<file path="config.mk">
export PLATFORM = sky130hd
export DESIGN_NAME = mem_arbiter
export DESIGN_NICKNAME = d
export VERILOG_FILES = /design/src/rtl/mem_arbiter.sv
export SDC_FILE = /design/constraint.sdc
export NUM_CORES = 1
export LEC_CHECK = 0
export CORE_AREA = 3 3 121 123
export CTS_BUF_LIST = sky130_fd_sc_hd__clkbuf_2 sky130_fd_sc_hd__clkbuf_4 sky130_fd_sc_hd__clkbuf_8
export DETAILED_ROUTE_END_ITERATION = 10
export DIE_AREA = 0 0 124 126
export GPL_TIMING_DRIVEN = 0
export HOLD_SLACK_MARGIN = 0.06
export PLACE_DENSITY = 0.84
export SLEW_MARGIN = 20
export SYNTH_ARGS = -nofsm -noshare
export SYNTH_HDL_FRONTEND = slang
export SYNTH_SLANG_ARGS = --single-unit
</file>
<file path="constraint.sdc">
create_clock -name clk -period 2.9 [get_ports clk]
set_input_delay 0.29 -clock clk [delete_from_list [all_inputs] [get_ports clk]]
set_output_delay 0.29 -clock clk [all_outputs]
set_load 0.05 [all_outputs]
</file>
<file path="src/rtl/mem_arbiter.sv">
// mem_arbiter: shares one memory port between the fetch stage and the
// memory stage. Requests are arbitrated from IDLE, the winner's request
// is latched onto the bus, and the transfer ends on bus_ack or on a wait
// timeout. A one-cycle DONE state delivers the winner's ready pulse.
module mem_arbiter #(
  parameter int ADDR_W  = 32,
  parameter int DATA_W  = 32,
  parameter int TIMEOUT = 255
) (
  input  logic              clk,
  input  logic              rst_n,
  // fetch stage
  input  logic              if_req,
  input  logic [ADDR_W-1:0] if_addr,
  output logic              if_ready,
  output logic [DATA_W-1:0] if_rdata,
  // memory stage
  input  logic              mem_req,
  input  logic              mem_we,
  input  logic [ADDR_W-1:0] mem_addr,
  input  logic [DATA_W-1:0] mem_wdata,
  output logic              mem_ready,
  output logic [DATA_W-1:0] mem_rdata,
  // shared memory port
  output logic              bus_req,
  output logic              bus_we,
  output logic [ADDR_W-1:0] bus_addr,
  output logic [DATA_W-1:0] bus_wdata,
  input  logic              bus_ack,
  input  logic [DATA_W-1:0] bus_rdata,
  // pipeline control
  output logic              stall_if,
  output logic              stall_mem,
  output logic              bus_err
);

  typedef enum logic [1:0] {
    IDLE    = 2'd0,
    IF_BUS  = 2'd1,
    MEM_BUS = 2'd2,
    DONE    = 2'd3
  } state_t;

  localparam logic GNT_IF  = 1'b0;
  localparam logic GNT_MEM = 1'b1;

  // Last value of the wait counter before the transfer is abandoned.
  localparam logic [7:0] WAIT_LAST = 8'(TIMEOUT - 1);

  state_t            state_q, state_d;
  logic              last_grant_q, last_grant_d;
  logic [7:0]        wait_cnt_q, wait_cnt_d;
  logic              bus_req_q, bus_req_d;
  logic              bus_we_q, bus_we_d;
  logic [ADDR_W-1:0] bus_addr_q, bus_addr_d;
  logic [DATA_W-1:0] bus_wdata_q, bus_wdata_d;
  logic              if_ready_q, if_ready_d;
  logic              mem_ready_q, mem_ready_d;
  logic [DATA_W-1:0] if_rdata_q, if_rdata_d;
  logic [DATA_W-1:0] mem_rdata_q, mem_rdata_d;
  logic              bus_err_q, bus_err_d;

  logic              mem_wins;
  logic              in_bus;
  logic              timed_out;
  logic              bus_done;

  // Arbitration decision and end-of-transfer conditions.
  always_comb begin
    // On contention the side not granted last wins; alone, a requester wins.
    mem_wins  = mem_req & (~if_req | (last_grant_q == GNT_IF));
    // bus_req is high exactly while in a BUS state, so an ack outside
    // these states never reaches the FSM.
    in_bus    = (state_q == IF_BUS) || (state_q == MEM_BUS);
    timed_out = in_bus & ~bus_ack & (wait_cnt_q == WAIT_LAST);
    bus_done  = in_bus & (bus_ack | timed_out);
  end

  // State register.
  always_ff @(posedge clk or negedge rst_n) begin
    if (!rst_n) begin
      state_q <= IDLE;
    end else begin
      state_q <= state_d;
    end
  end

  // Next-state logic.
  always_comb begin
    state_d = state_q;
    case (state_q)
      IDLE: begin
        if (mem_wins) begin
          state_d = MEM_BUS;
        end else if (if_req) begin
          state_d = IF_BUS;
        end
      end
      IF_BUS, MEM_BUS: begin
        if (bus_done) begin
          state_d = DONE;
        end
      end
      DONE: begin
        // Requests seen here are stale; they are re-arbitrated from IDLE.
        state_d = IDLE;
      end
      default: begin
        state_d = IDLE;
      end
    endcase
  end

  // Output and datapath next values.
  always_comb begin
    last_grant_d = last_grant_q;
    wait_cnt_d   = wait_cnt_q;
    bus_req_d    = bus_req_q;
    bus_we_d     = bus_we_q;
    bus_addr_d   = bus_addr_q;
    bus_wdata_d  = bus_wdata_q;
    if_ready_d   = 1'b0;
    mem_ready_d  = 1'b0;
    if_rdata_d   = if_rdata_q;
    mem_rdata_d  = mem_rdata_q;
    bus_err_d    = bus_err_q;

    case (state_q)
      IDLE: begin
        if (mem_wins) begin
          last_grant_d = GNT_MEM;
          wait_cnt_d   = 8'd0;
          bus_req_d    = 1'b1;
          bus_we_d     = mem_we;
          bus_addr_d   = mem_addr;
          bus_wdata_d  = mem_wdata;
        end else if (if_req) begin
          last_grant_d = GNT_IF;
          wait_cnt_d   = 8'd0;
          bus_req_d    = 1'b1;
          bus_we_d     = 1'b0;
          bus_addr_d   = if_addr;
          bus_wdata_d  = '0;
        end
      end
      IF_BUS: begin
        if (bus_done) begin
          bus_req_d  = 1'b0;
          bus_we_d   = 1'b0;
          if_ready_d = 1'b1;
          if_rdata_d = timed_out ? '0 : bus_rdata;
        end else begin
          wait_cnt_d = wait_cnt_q + 8'd1;
        end
      end
      MEM_BUS: begin
        if (bus_done) begin
          bus_req_d   = 1'b0;
          bus_we_d    = 1'b0;
          mem_ready_d = 1'b1;
          // A store never disturbs the load-data register.
          if (!bus_we_q) begin
            mem_rdata_d = timed_out ? '0 : bus_rdata;
          end
        end else begin
          wait_cnt_d = wait_cnt_q + 8'd1;
        end
      end
      default: begin
      end
    endcase

    if (timed_out) begin
      bus_err_d = 1'b1;
    end
  end

  // Registered outputs and arbitration history.
  always_ff @(posedge clk or negedge rst_n) begin
    if (!rst_n) begin
      last_grant_q <= GNT_IF;
      wait_cnt_q   <= 8'd0;
      bus_req_q    <= 1'b0;
      bus_we_q     <= 1'b0;
      bus_addr_q   <= '0;
      bus_wdata_q  <= '0;
      if_ready_q   <= 1'b0;
      mem_ready_q  <= 1'b0;
      if_rdata_q   <= '0;
      mem_rdata_q  <= '0;
      bus_err_q    <= 1'b0;
    end else begin
      last_grant_q <= last_grant_d;
      wait_cnt_q   <= wait_cnt_d;
      bus_req_q    <= bus_req_d;
      bus_we_q     <= bus_we_d;
      bus_addr_q   <= bus_addr_d;
      bus_wdata_q  <= bus_wdata_d;
      if_ready_q   <= if_ready_d;
      mem_ready_q  <= mem_ready_d;
      if_rdata_q   <= if_rdata_d;
      mem_rdata_q  <= mem_rdata_d;
      bus_err_q    <= bus_err_d;
    end
  end

  assign bus_req   = bus_req_q;
  assign bus_we    = bus_we_q;
  assign bus_addr  = bus_addr_q;
  assign bus_wdata = bus_wdata_q;
  assign if_ready  = if_ready_q;
  assign mem_ready = mem_ready_q;
  assign if_rdata  = if_rdata_q;
  assign mem_rdata = mem_rdata_q;
  assign bus_err   = bus_err_q;

  // Stalls are combinational so the pipeline releases in the ready cycle.
  assign stall_mem = mem_req & ~mem_ready_q;
  assign stall_if  = (if_req & ~if_ready_q) | stall_mem;

endmodule

</file>
**After elaboration in Yosys (flattened, before gate mapping)**

Cells that the tools add are included.

- Flip-flop bits (word level): 144
- Output and inout bits: 135
- Logic and storage cells: 70

- Add/sub/neg operators: 1
- Equality and inequality tests: 7
- Multiplexer cells: 24
- Bitwise gates (word level): 15
- Reduce and logical (&&, ||, !) cells: 11

Operators with widths:

| kind | count |
|---|---|
| 32-bit two-way mux | 5 |
| 8-bit two-way mux | 3 |
| 8-bit case mux with 2 select lines | 1 |
| 1-bit two-way mux | 9 |
| 3-bit AND reduction | 3 |
| 8-bit by 1-bit adder with 8-bit output (second input constant) | 1 |
| 8-bit equality test (second input constant) | 1 |
| 1-bit AND | 6 |
| 2-bit two-way mux | 3 |
| 1-bit NOT | 6 |
| 2-bit case mux with 3 select lines | 1 |
| 2-bit AND reduction | 3 |
| 2-bit equality test (second input constant) | 2 |
| 1-bit case mux with 2 select lines | 2 |
| 2-bit nonzero test | 2 |
| 3-bit != test (second input constant) | 1 |
| 1-bit bitwise OR | 3 |
| 2-bit by 1-bit equality test with 1-bit output (second input constant) | 1 |
| 2-bit logical NOT | 1 |
| 2-bit by 1-bit != test with 1-bit output (second input constant) | 1 |
| 2-bit != test (second input constant) | 1 |
| 2-bit OR reduction | 1 |
| 1-bit logical OR | 1 |

**Longest topological paths before layout**

- Word-level depth: 8
- Gate-level depth with buffers: 8
- Mapped depth without buffers: 6

**Worst setup path after synthesis**

No wires, ideal clock.

- Path kind: flip-flop to output port
- Start: reg mem_ready_q, in the netlist mem_ready
- End: out stall_if
- Data arrival time: 1.776 ns
- Slack: 0.834 ns
- Stages on the path, launching flop included: 3
- Cell sequence: dfrtp_1 -> nor2b_1 -> a21o_1

- Cells in the longest elaborated chain, start to end: 3

Ends and longest elaborated chain:

| element | RTL line | source |
|---|---|---|
| from (decl) | 58 | `logic mem_ready_q, mem_ready_d;` |
| from (signal assigned) | 200 | `mem_ready_q <= mem_ready_d;` |
| 1-bit NOT | 218 | `assign stall_mem = mem_req & ~mem_ready_q;` |
| 1-bit AND | 218 |  |
| via stall_mem | 33 | `output logic stall_mem,` |
| 1-bit bitwise OR | 219 | `assign stall_if = (if_req & ~if_ready_q) \| stall_mem;` |
| to (decl) | 32 | `output logic stall_if,` |

The timed path passes the listed nets, and every way through them passes these cells.

**Worst setup path in the final report**

- Start: in mem_req
- End: out stall_if

- Cells in the longest elaborated chain, start to end: 2

Ends and longest elaborated chain:

| element | RTL line | source |
|---|---|---|
| from (decl) | 18 | `input logic mem_req,` |
| 1-bit AND | 218 |  |
| 1-bit bitwise OR | 219 |  |

No other way between the ends.

==> impl_metrics.json <==
{
  "syn_inst": 543,
  "synthesis.area_per_instance_um2": 11.67,
  "rsz0062_at_grt": "false",
  "critical_path.cell_chain": "clkdlybuf4s50_1 > nor2b_1 > a21o_1 > clkdlybuf4s50_1",
  "drive_above_1_share": 0.1078,
  "worst_skew_pair.late_latency_ps": 430,
  "clk_pin_slew_ps": 70,
  "place_area_um2": 9275,
  "grtUsageTotal": 0.2191,
  "period_share": 0.7948,
  "synthDistinctLibCells": 43,
  "dp.final_hpwl_mm": 12.99,
  "maxCapViolCount": 0,
  "gp_congestion": 0.8677,
  "synth_edf_count": 0,
  "worst_ep_required_time_ps": 2610,
  "portBuffers": 268,
  "synth.yosys.seq_area_share": 0.5688,
  "critical_path_s_largest_stage_delay_ps": 800,
  "pwr_density_cell_nw_per_um2": 1285,
  "register_bit_count_reported_by_yosys": 144,
  "antenna_left": 0,
  "critPathArrivalTime_ps": 2010,
  "holdCritPathClass": "in2async",
  "synth_top_family_by_area": "multiplexers",
  "fin_setup_tns_ps": 0,
  "synth-main-ff-cell": "dfrtp_1",
  "highest_achievable_clock_rate_mhz": 433.9,
  "drt-vias-per-instance": 5.018,
  "tightest_slew_ps": 580.0,
  "critical_path_s_most_frequent_cell": "clkdlybuf4s50_1",
  "start_kind": "input port",
  "die_w_um": 124,
  "synth.top_cell.area_share": 0.5688,
  "diodes": 0,
  "synth-simple-area-share": 0.08414,
  "dpl.cell_count": 992,
  "totalWireLength_mm": 16.89,
  "timing.final.crit_period_ps": 2305,
  "critical_path.endpoint_type": "output port",
  "cts_tree": "done",
  "total_iterations_of_the_first_detailed_routing_run": 4,
  "initialDrtViolationCount": 196,
  "die_height_um": 126,
  "leakagePower_nw": 4.392,
  "area.growth.synth_to_final_pct": 52.58,
  "finalInstanceArea_um2": 9666,
  "slew_violations": 0,
  "outcome": "finished clean",
  "post_drt_wl_per_cell_um": 16.49,
  "final_critical_path_setup_slack_ps": 595.1,
  "grt_start_max_net_pins": 107,
  "floorplan.initialDensity": 0.4599,
  "finalNonFillerCells": 1024,
  "dieArea_um2": 15620,
  "synth_compound_area_frac": 0.1029,
  "dp_worst_setup_slack_ps": 459.2,
  "post_synth_main_area_contributors": "dfrtp_1, mux2i_1, a22o_1",
  "cts.sinks": 144,
  "grt_first_pass_wirelength_mm": 27.10,
  "design.core.area_um2": 13770,
  "clock_path_buffers": 2,
  "post_layout_nets": 972,
  "setup.worst_path.class": "in2out",
  "finalSetupViolations": 0,
  "io-pin-count": 269,
  "synthesis.yosys.warnings": 0,
  "path_max_fanout": 6,
  "post_synthesis_xor_xnor_area_fraction": 0,
  "post_synth_instance_area_um2": 6335,
  "root_buffer": "clkbuf_8",
  "drt_drc_violations_left": 0,
  "setup.reg_to_reg.worst_slack_ps": 740,
  "overflow": 0,
  "max-slew-margin-rel": 0.6121,
  "cts-buffers-inserted": 17,
  "yosys.area.top_type": "dfrtp_1",
  "first_global_vias": 5465,
  "grt_antenna_before_repair": 0,
  "final.setup_skew_ps": 13.86,
  "timing_hold_violations_final": 0,
  "postSynth.asyncResetShare": 1.000,
  "synth_nets": 683,
  "htree_levels": 4,
  "via_count": 5138,
  "synth_mux_area_frac": 0.1566,
  "core.rowCount": 43,
  "vdd.ir_drop.worst_uv": 807.4,
  "slowest_stage": "clkdlybuf4s50_1",
  "synth-adder-area-share": 0.01185
}
## layer usage
metal  vias up  track usage  share of wire
met2       221       0.3732           0.50
li1       2419            -              -
met3        33      0.07634          0.091
met5         -            0              0
met1      2465       0.2553           0.39
met4         0      0.07603          0.022
## where the power goes
part	leakage, nW	switching, mW	internal, mW
clock network	0.194	0.752	0.749
registers	1.76	0.574	2.97
logic	2.44	4.84	2.54
total	4.39	6.17	6.26
## area by class of cell
| type | count | area, um^2 |
|---|---|---|
| Clock buffer | 21 | 276.5 |
| Sequential cell | 144 | 3603 |
| Tap cell | 180 | 225.2 |
| Fill cell | 982 | 4108 |
| Clock inverter | 10 | 103.9 |
| Buffer | 33 | 220.2 |
| Timing Repair Buffer | 270 | 2725 |
| Multi-Input combinational cell | 297 | 2252 |
| Inverter | 69 | 259.0 |
## worst paths after layout
check                                         start  cells past startpoint                   endpoint
max reg2reg                  state_q[1]$_DFFE_PN0P_                      8  mem_rdata[24]$_DFFE_PN0P_
min in group clk                      bus_rdata[12]                      3   if_rdata[12]$_DFFE_PN0P_
max in group asynchronous                     rst_n                      3   bus_wdata[8]$_DFFE_PN0P_
max                                         mem_req                      4                   stall_if
min                                           rst_n                      2   mem_rdata[4]$_DFFE_PN0P_
min reg2reg                last_grant_q$_DFFE_PN0P_                      1   last_grant_q$_DFFE_PN0P_
## synthesized netlist by cell type, types with 2 or more instances
cell,n
a21o_1,2
a21oi_1,2
a22o_1,32
a31oi_1,4
and3_1,2
buf_2,8
buf_4,5
buf_6,9
clkbuf_1,10
dfrtp_1,144
ha_1,6
inv_1,69
mux2i_1,98
nand2_1,42
nand2_2,29
nand2b_1,2
nand3_1,8
nor2b_1,2
o211ai_1,5
o21ai_0,38
o21ai_1,2
or3_1,2
or3b_1,2
## cells by family after synthesis
logic type,Yosys count
muxes,99
AOI/OAI and AO/OA,94
adders and majority gates,6
buffers and inverters,102
DFF,144
and+or+nand+nor,98
## metrics by stage
step | total power, mW | util | hold slack (ps)
after floorplan | 8.314 | - | -5.591
after global placement | 10.81 | 0.6711 | 452.0
after detailed placement | 11.00 | 0.6734 | 184.6
after CTS | 12.53 | 0.7018 | 324.0
after global routing | 13.06 | 0.7018 | 334.0
final | 12.42 | 0.7018 | 342.4
## critical path: cells and delay by family
kind	cells	cell delay [ps]
buffers and inverters	2	1350
and+or+nand+nor	1	260
AOI/OAI and AO/OA	1	110
## cells in the final DEF, fill, tap and decap left out, drive strengths merged, types with 2 or more instances in the layout
master	n
clkdlybuf4s50	267
dfrtp	144
mux2i	98
inv	71
nand2	71
o21ai	41
a22o	32
clkbuf	31
buf	25
nand3	9
ha	6
o211ai	6
clkinv	6
a31oi	4
a21oi	3
nor2b	2
a21o	2
and3	2
or3b	2
nand2b	2
or3	2
## flip-flops by register name, indices dropped and copies added (netlist names)
name	cells
bus_wdata	32
bus_err	1
if_rdata	32
bus_addr	32
bus_req	1
bus_we	1
mem_ready	1
last_grant_q	1
if_ready	1
wait_cnt_q	8
state_q	2
mem_rdata	32
## repair_timing
action	CTS	global route
setup buffers	0	0
endpoints found under the hold margin	38	0
gates resized for setup	0	0
hold buffers	1	0
Power figures use the tool's default switching activity.
